==> src/rtl/mem_req_arbiter.sv <==
// Round-robin arbiter sharing one memory port between weight buffer (rd), decompressor (rd), compressor (wr).
// Latency: req sampled in IDLE at N -> mem_req at N+1 -> mem_valid at N+1+L -> ack at N+2+L.
// Backpressure: one transaction outstanding; requesters hold req/addr/wdata until their single-cycle ack.
//
// Ports: clk/rst_n (async active-low), flush (sync abort, pointer back to wb);
//        wb_*/dc_* read requesters with ack pulse and rdata; cp_* write requester with ack pulse;
//        mem_* single-cycle command strobe out, mem_valid/mem_rdata response in; busy while not IDLE.
// Optional macro MEM_ARB_PERF_CNT_EN adds saturating counters wb_cnt, dc_cnt, cp_cnt, stall_cnt.
module mem_req_arbiter #(
    parameter int DATA_W = 64,
    parameter int ADDR_W = 32
) (
    input  logic              clk,
    input  logic              rst_n,
    input  logic              flush,
    input  logic              wb_req,
    input  logic [ADDR_W-1:0] wb_addr,
    output logic              wb_ack,
    output logic [DATA_W-1:0] wb_rdata,
    input  logic              dc_req,
    input  logic [ADDR_W-1:0] dc_addr,
    output logic              dc_ack,
    output logic [DATA_W-1:0] dc_rdata,
    input  logic              cp_req,
    input  logic [ADDR_W-1:0] cp_addr,
    input  logic [DATA_W-1:0] cp_wdata,
    output logic              cp_ack,
    output logic              mem_req,
    output logic              mem_we,
    output logic [ADDR_W-1:0] mem_addr,
    output logic [DATA_W-1:0] mem_wdata,
    input  logic              mem_valid,
    input  logic [DATA_W-1:0] mem_rdata,
    output logic              busy
`ifdef MEM_ARB_PERF_CNT_EN
    ,
    output logic [15:0]       wb_cnt,
    output logic [15:0]       dc_cnt,
    output logic [15:0]       cp_cnt,
    output logic [15:0]       stall_cnt
`endif
);

    typedef enum logic [1:0] {IDLE, ISSUE, WAIT, RESP} state_t;

    state_t     state, state_nxt;
    logic [1:0] ptr, ptr_nxt;
    logic [1:0] gnt, gnt_nxt;
    logic [2:0] req_vec;
    logic       grant_vld;
    logic [1:0] grant_idx;
    logic [1:0] cand1, cand2;
    logic       lat_en;
    logic       cap_en;
    logic       we_q;

    assign req_vec = {cp_req, dc_req, wb_req};

    // Successor modulo 3 over requester indices 0..2.
    function automatic logic [1:0] nxt3(input logic [1:0] p);
        case (p)
            2'd0:    return 2'd1;
            2'd1:    return 2'd2;
            default: return 2'd0;
        endcase
    endfunction

    // Cyclic search starting at the pointer: ptr, ptr+1, ptr+2.
    assign cand1 = nxt3(ptr);
    assign cand2 = nxt3(cand1);

    always_comb begin
        grant_vld = 1'b0;
        grant_idx = ptr;
        if (req_vec[ptr]) begin
            grant_vld = 1'b1;
            grant_idx = ptr;
        end else if (req_vec[cand1]) begin
            grant_vld = 1'b1;
            grant_idx = cand1;
        end else if (req_vec[cand2]) begin
            grant_vld = 1'b1;
            grant_idx = cand2;
        end
    end

    always_comb begin
        state_nxt = state;
        ptr_nxt   = ptr;
        gnt_nxt   = gnt;
        lat_en    = 1'b0;
        cap_en    = 1'b0;
        if (flush) begin
            // Abort wins over everything, including a response arriving this cycle.
            state_nxt = IDLE;
            ptr_nxt   = 2'd0;
        end else begin
            case (state)
                IDLE: begin
                    if (grant_vld) begin
                        gnt_nxt   = grant_idx;
                        ptr_nxt   = nxt3(grant_idx);
                        lat_en    = 1'b1;
                        state_nxt = ISSUE;
                    end
                end
                ISSUE: state_nxt = WAIT;
                WAIT: begin
                    if (mem_valid) begin
                        cap_en    = 1'b1;
                        state_nxt = RESP;
                    end
                end
                RESP:    state_nxt = IDLE;
                default: state_nxt = IDLE;
            endcase
        end
    end

    always_ff @(posedge clk or negedge rst_n) begin
        if (!rst_n) begin
            state     <= IDLE;
            ptr       <= 2'd0;
            gnt       <= 2'd0;
            we_q      <= 1'b0;
            mem_addr  <= '0;
            mem_wdata <= '0;
            wb_rdata  <= '0;
            dc_rdata  <= '0;
        end else begin
            state <= state_nxt;
            ptr   <= ptr_nxt;
            gnt   <= gnt_nxt;
            if (lat_en) begin
                case (grant_idx)
                    2'd0: begin
                        mem_addr <= wb_addr;
                        we_q     <= 1'b0;
                    end
                    2'd1: begin
                        mem_addr <= dc_addr;
                        we_q     <= 1'b0;
                    end
                    default: begin
                        mem_addr  <= cp_addr;
                        mem_wdata <= cp_wdata;
                        we_q      <= 1'b1;
                    end
                endcase
            end
            if (cap_en) begin
                if (gnt == 2'd0) wb_rdata <= mem_rdata;
                if (gnt == 2'd1) dc_rdata <= mem_rdata;
            end
        end
    end

    assign mem_req = (state == ISSUE);
    assign mem_we  = mem_req & we_q;
    assign busy    = (state != IDLE);
    assign wb_ack  = (state == RESP) && (gnt == 2'd0);
    assign dc_ack  = (state == RESP) && (gnt == 2'd1);
    assign cp_ack  = (state == RESP) && (gnt == 2'd2);

`ifdef MEM_ARB_PERF_CNT_EN
    logic stall;
    assign stall = (|req_vec) && (state != IDLE);

    always_ff @(posedge clk or negedge rst_n) begin
        if (!rst_n) begin
            wb_cnt    <= '0;
            dc_cnt    <= '0;
            cp_cnt    <= '0;
            stall_cnt <= '0;
        end else if (flush) begin
            wb_cnt    <= '0;
            dc_cnt    <= '0;
            cp_cnt    <= '0;
            stall_cnt <= '0;
        end else begin
            if (wb_ack && wb_cnt != 16'hFFFF)       wb_cnt    <= wb_cnt + 16'd1;
            if (dc_ack && dc_cnt != 16'hFFFF)       dc_cnt    <= dc_cnt + 16'd1;
            if (cp_ack && cp_cnt != 16'hFFFF)       cp_cnt    <= cp_cnt + 16'd1;
            if (stall && stall_cnt != 16'hFFFF)     stall_cnt <= stall_cnt + 16'd1;
        end
    end
`endif

endmodule

==> config.mk <==
export PLATFORM = sky130hd
export DESIGN_NAME = mem_req_arbiter
export DESIGN_NICKNAME = d
export VERILOG_FILES = /design/src/rtl/mem_req_arbiter.sv
export SDC_FILE = /design/constraint.sdc
export NUM_CORES = 1
export LEC_CHECK = 0
export ABC_AREA = 1
export CAP_MARGIN = 20
export CORE_AREA = 2 2 182 184
export DETAILED_ROUTE_END_ITERATION = 10
export DIE_AREA = 0 0 184 186
export PLACE_DENSITY = 0.73
export SLEW_MARGIN = 20
export SYNTH_ARGS = -nofsm -noshare
export SYNTH_HDL_FRONTEND = slang
export SYNTH_SLANG_ARGS = --single-unit
export TNS_END_PERCENT = 20
==> constraint.sdc <==
create_clock -name clk -period 5 [get_ports clk]
set_input_delay 0.5 -clock clk [delete_from_list [all_inputs] [get_ports clk]]
set_output_delay 0.5 -clock clk [all_outputs]
set_load 0.01 [all_outputs]
* Word-level counts from Yosys, hierarchy flattened
Cells that the tools add are included.
** Storage, ports and cells
- Output and inout bits :: 230
- Memories :: 0
- Latch bits :: 0
- Bits in writable memories :: 0
- Bits of input ports :: 231
- Logic and storage cells :: 72
- Bits in registers :: 231
- Memory bits (read-only) :: 0
** Operators by class
- Shift operators :: 0
- Muxes and demuxes :: 30
- Add/subtract/negate cells :: 0
- Magnitude comparators :: 3
- Divide/modulo/power cells :: 0
- Bitwise gates (word level) :: 3
- Multiply operators :: 0
- Equality and inequality tests :: 10
- Reductions and logical operators :: 18
** Operator list (count)
- one-hot mux 32 bit (2 select lines) :: 1
- two-way mux 2 bit :: 9
- two-way mux 1 bit :: 13
- one-hot mux 2 bit (2 select lines) :: 3
- == test 2 x 1 -> 1 bit, second input constant :: 5
- logical NOT 2 bit :: 5
- AND reduction 2 bit :: 5
- < comparator 2 x 3 -> 1 bit, second input constant :: 3
- one-hot mux 2 bit (4 select lines) :: 1
- binary-select mux 1 bit (select 2 bit) :: 3
- == test 2 bit, second input constant :: 3
- != test 3 bit, second input constant :: 2
- nonzero test 2 bit :: 3
- logical AND 1 bit :: 3
- AND reduction 3 bit :: 1
- NOT 1 bit :: 2
- OR reduction 2 bit :: 1
- bitwise AND 1 bit :: 1

* Longest topological paths before layout
- Depth after elaboration :: 14
- Gate-level depth with buffers :: 14
- Mapped depth without buffers :: 13

* Least setup slack after synthesis
Ideal clock, no wire load.
- Path kind :: reg2reg
- From :: register ptr[1]
- To :: register mem_addr[19]
- Cell stages (with the launch flop) :: 12
- Clock period less this slack :: 1.720 ns
- Buffers on the path :: 2
- Required time :: 4.885 ns
- Data arrival time :: 1.605 ns
- Setup time :: 0.115 ns
- Slack :: 3.280 ns
- Cell sequence :: dfrtp_1 > nor2_1 > nand2_1 > and3_1 > nand3_1 > nand2_2 > nor2_4 > buf_2 > buf_2 > nand2_1 > nor2_1 > nor2_1
** On the way
- Word-level cells in the longest chain between the ends :: 12
- Elaborated cells on any way between the ends :: 24
- Classes of those cells :: 3 x eq/ne; 18 x mux; 3 x reduce/logical
** Ends and longest elaborated chain
- start, declared :: line 47 : logic [1:0] ptr, ptr_nxt;
- start signal, assigned :: line 132 : ptr <= ptr_nxt;
- == test 2 x 1 -> 1 bit / logical NOT 2 bit (equally long branches) :: line 61 : case (p)
- one-hot mux 2 bit (2 select lines) :: line 61
- == test 2 x 1 -> 1 bit / logical NOT 2 bit (equally long branches) :: line 61
- one-hot mux 2 bit (2 select lines) :: line 61
- binary-select mux 1 bit (select 2 bit) :: line 81 : end else if (req_vec[cand2]) begin
- two-way mux 1 bit (not written as such) :: line 81
- two-way mux 1 bit :: line 81
- two-way mux 1 bit :: line 78 : end else if (req_vec[cand1]) begin
- two-way mux 1 bit :: line 75 : if (req_vec[ptr]) begin
- two-way mux 1 bit :: line 100 : if (grant_vld) begin
- two-way mux 1 bit :: line 98 : case (state)
- two-way mux 1 bit :: line 93 : if (flush) begin
- end signal, assigned :: line 137 : mem_addr <= wb_addr;
- end signal, assigned :: line 141 : mem_addr <= dc_addr;
- end signal, assigned :: line 145 : mem_addr <= cp_addr;
- end, declared :: line 30 : output logic [ADDR_W-1:0] mem_addr,
Parallel ways exist; a longest one is shown, timed or not. The select of a mux whose other input is x is not followed.
A chain may end at the register's enable or synchronous reset.

* Worst setup path in the final report
- From :: register ptr[0]
- To :: register mem_wdata[1]
** On the way
- Word-level cells in the longest chain between the ends :: 13
- Elaborated cells on any way between the ends :: 26
- Classes of those cells :: 3 x eq/ne; 17 x mux; 1 x bitwise; 5 x reduce/logical
** Ends and longest elaborated chain
- == test 2 x 1 -> 1 bit / logical NOT 2 bit (equally long branches) :: line 61
- one-hot mux 2 bit (2 select lines) :: line 61
- == test 2 x 1 -> 1 bit / logical NOT 2 bit (equally long branches) :: line 61
- one-hot mux 2 bit (2 select lines) :: line 61
- binary-select mux 1 bit (select 2 bit) :: line 81
- two-way mux 1 bit (not written as such) :: line 81
- two-way mux 1 bit / two-way mux 2 bit (equally long branches) :: line 81
- two-way mux 1 bit / two-way mux 2 bit (equally long branches) :: line 78
- two-way mux 1 bit / two-way mux 2 bit (equally long branches) :: line 75
- two-way mux 1 bit (tied with other cells) :: line 100
- two-way mux 1 bit / OR reduction 2 bit (equally long branches)
- two-way mux 1 bit / NOT 1 bit (equally long branches)
- AND reduction 2 bit (no source line) *
- end signal, assigned :: line 146 : mem_wdata <= cp_wdata;
- end, declared :: line 31 : output logic [DATA_W-1:0] mem_wdata,
Mark *: on every way between the ends. The rest lies on a longest branch, timed or not. The select of a mux whose other input is x is not followed.

==> out/results.tsv <==
metric	value	unit
maxSlewViolCount	0	
die_h	186	um
rrSetupSlack	2220	ps
gp_congestion	0.818	
rsz0062_at_grt	no	
end_kind	flop	
hold_class	input pin to asynchronous set/reset pin	
clock_latency	540	ps
crit_required	5450	ps
slew-limit-headroom	0.343	
drc	0	
yosysTopAreaCellShare	0.577	
critPathLaunchType	flop	
ys.flop_type	dfrtp_1	
postCtsSetupBuffers	0	
antenna_found_initial	0	
io_pins	461	
overflow	0	
synth.ff_latch_count	231	
synth_edf_count	0	
fin_crit	2780	ps
ys_top_cells_by_count	nand2_1 (374), dfrtp_1 (231), o21ai_0 (135)	
drtAntennaViolNets	0	
cts.path.max_buffers	3	
fin_ws	2220	ps
vias_per_cell	4.67	
vias	9461	
numCtsBuffers	26	
tightest_slew	986	ps
finalCoreUtilization	0.488	
cts.clk_slew.worst_paths	60	ps
powerDensity	597	mW/mm^2
finalWirelength	32900	um
drive_above_1_share	0.0482	
max-cap-violations	0	
htree_levels	1	
final_cell_count_no_fill	2026	
cellLeakagePower	7.51	nW
syn_inst	1181	
wl_per_cell	16.2	um
fmax	0.360	GHz
ir_drop	0.000364	V
core_area	0.0322	mm^2
fin_crit_sh	0.556	
grt_first_pass_wirelength	50400	um
drt_iter0_markers	524	
hold_buffers	0	
diodes	0	
synthesis.nets	1416	
synth.most_common_cell	nand2_1	
initial_core_util	0.311	
yosys-top-cells-area	dfrtp_1 (58%), nand2_1 (14%), o21ai_0 (6.7%)	
grt_max_degree	136	
ys_types	25	
cts_tree	done	
placed_cells	1981	
violations	hold timing	
die-width	184	um
cts-root-buf	clkbuf_16	
synth_warnings	0	
place_ws	1800	ps
skew	13.3	ps
cts_resized	0	
grtUsageTotal	0.185	
syn_avg_cell_area	8.48	um^2
synthArstFlopShare	1.00	
final_nets	1837	
die_area	0.0342	mm^2
syn_area	0.0100	mm^2
hpwlAfterDp	23500	um
setup-tns-final	0	ps
crit_fanout	54	
synth_seq_area_share	0.577	
hold_viol	17	
run_status	complete, but fails checks	
worstSetupPathType	flop to flop	
crit_arrival	3230	ps
port_buffers	460	
dr.pass1.iters	7	
yosysTopAreaCell	dfrtp_1	
setup_violations	0	
area_growth	57.1	%
cts.sinks	231	
fp-row-count	66	
holdWs	-41.8	ps
grt_pass1_vias	9385	
-- state kept, by name, indices dropped and copies added (netlist names) --
register	flops
dc_rdata	64
mem_wdata	64
wb_rdata	64
mem_addr	32
gnt	2
ptr	2
state	2
we_q	1
-- layout by cell type (no fill, tap or decap), drive strengths merged --
master	n
nor2	69
dfrtp	231
or2	32
nand2	376
ha	4
buf	13
nand4	66
o22ai	1
nand3	73
inv	109
clkbuf	38
o21ai	135
nor3	3
and3	1
clkinv	6
clkdlybuf4s50	459
a21oi	2
-- final cells by class --
cell class | instances | area [um^2]
fillers | 3021 | 16500
multi-input cells | 762 | 3480
clock inverters | 6 | 41.3
repair buffers | 472 | 4730
inverters | 109 | 409
well taps | 408 | 510
clock buffers | 38 | 776
flip-flops and latches | 231 | 5780
-- per-layer routing --
layer / GRT usage / vias to the layer above / routed length (um)
li1: - / 4591 / -
met5: 0 / - / 0
met1: 0.220 / 4459 / 13000
met2: 0.325 / 352 / 16300
met3: 0.0505 / 59 / 2810
met4: 0.0550 / 0 / 872
-- stage by stage --
stage               area (um^2)  total power, mW
finish                    15700             9.38
global route              15700             10.1
CTS                       15700             9.47
detailed placement        14900             7.59
global placement          14900             7.49
floorplan                 10000             5.19
-- critical path: stages, from the launching register on --
cell	delay, ps
dfrtp_1	400
inv_1	120
nor2_1	130
nand2_1	110
inv_1	110
nor2_2	70
nand3_1	110
nand2_2	90
nor2_4	620
buf_4	590
nand3_1	190
nand2_1	140
-- path summary, 6_finish.rpt --
path                            depth (start not counted)             to     startpoint
worst max-delay path                                   11   mem_wdata[1]         ptr[0]
worst min-delay path                                    1   mem_wdata[6]          rst_n
worst max register to register                         11   mem_wdata[1]         ptr[0]
worst min register to register                          2  mem_wdata[16]  mem_wdata[16]
max in group asynchronous                               2   wb_rdata[20]          rst_n
min in group clk                                        2  mem_wdata[16]  mem_wdata[16]
-- where the power goes --
group          leakage [nW]  total [mW]  switching [mW]  internal (mW)
clock network         0.409        1.82           0.756           1.07
registers              2.94        3.17           0.465           2.70
logic                  4.16        4.39            2.21           2.18
-- cell families after synthesis --
family,count (synthesis),share of synthesized area
AND/OR/NAND/NOR,620,0.268
AO/OA/AOI/OAI,138,0.0695
flip-flops,231,0.577
buffers and inverters,188,0.0799
adder cells (fa/ha/maj),4,0.00500
(Power assumes the default switching activity.)
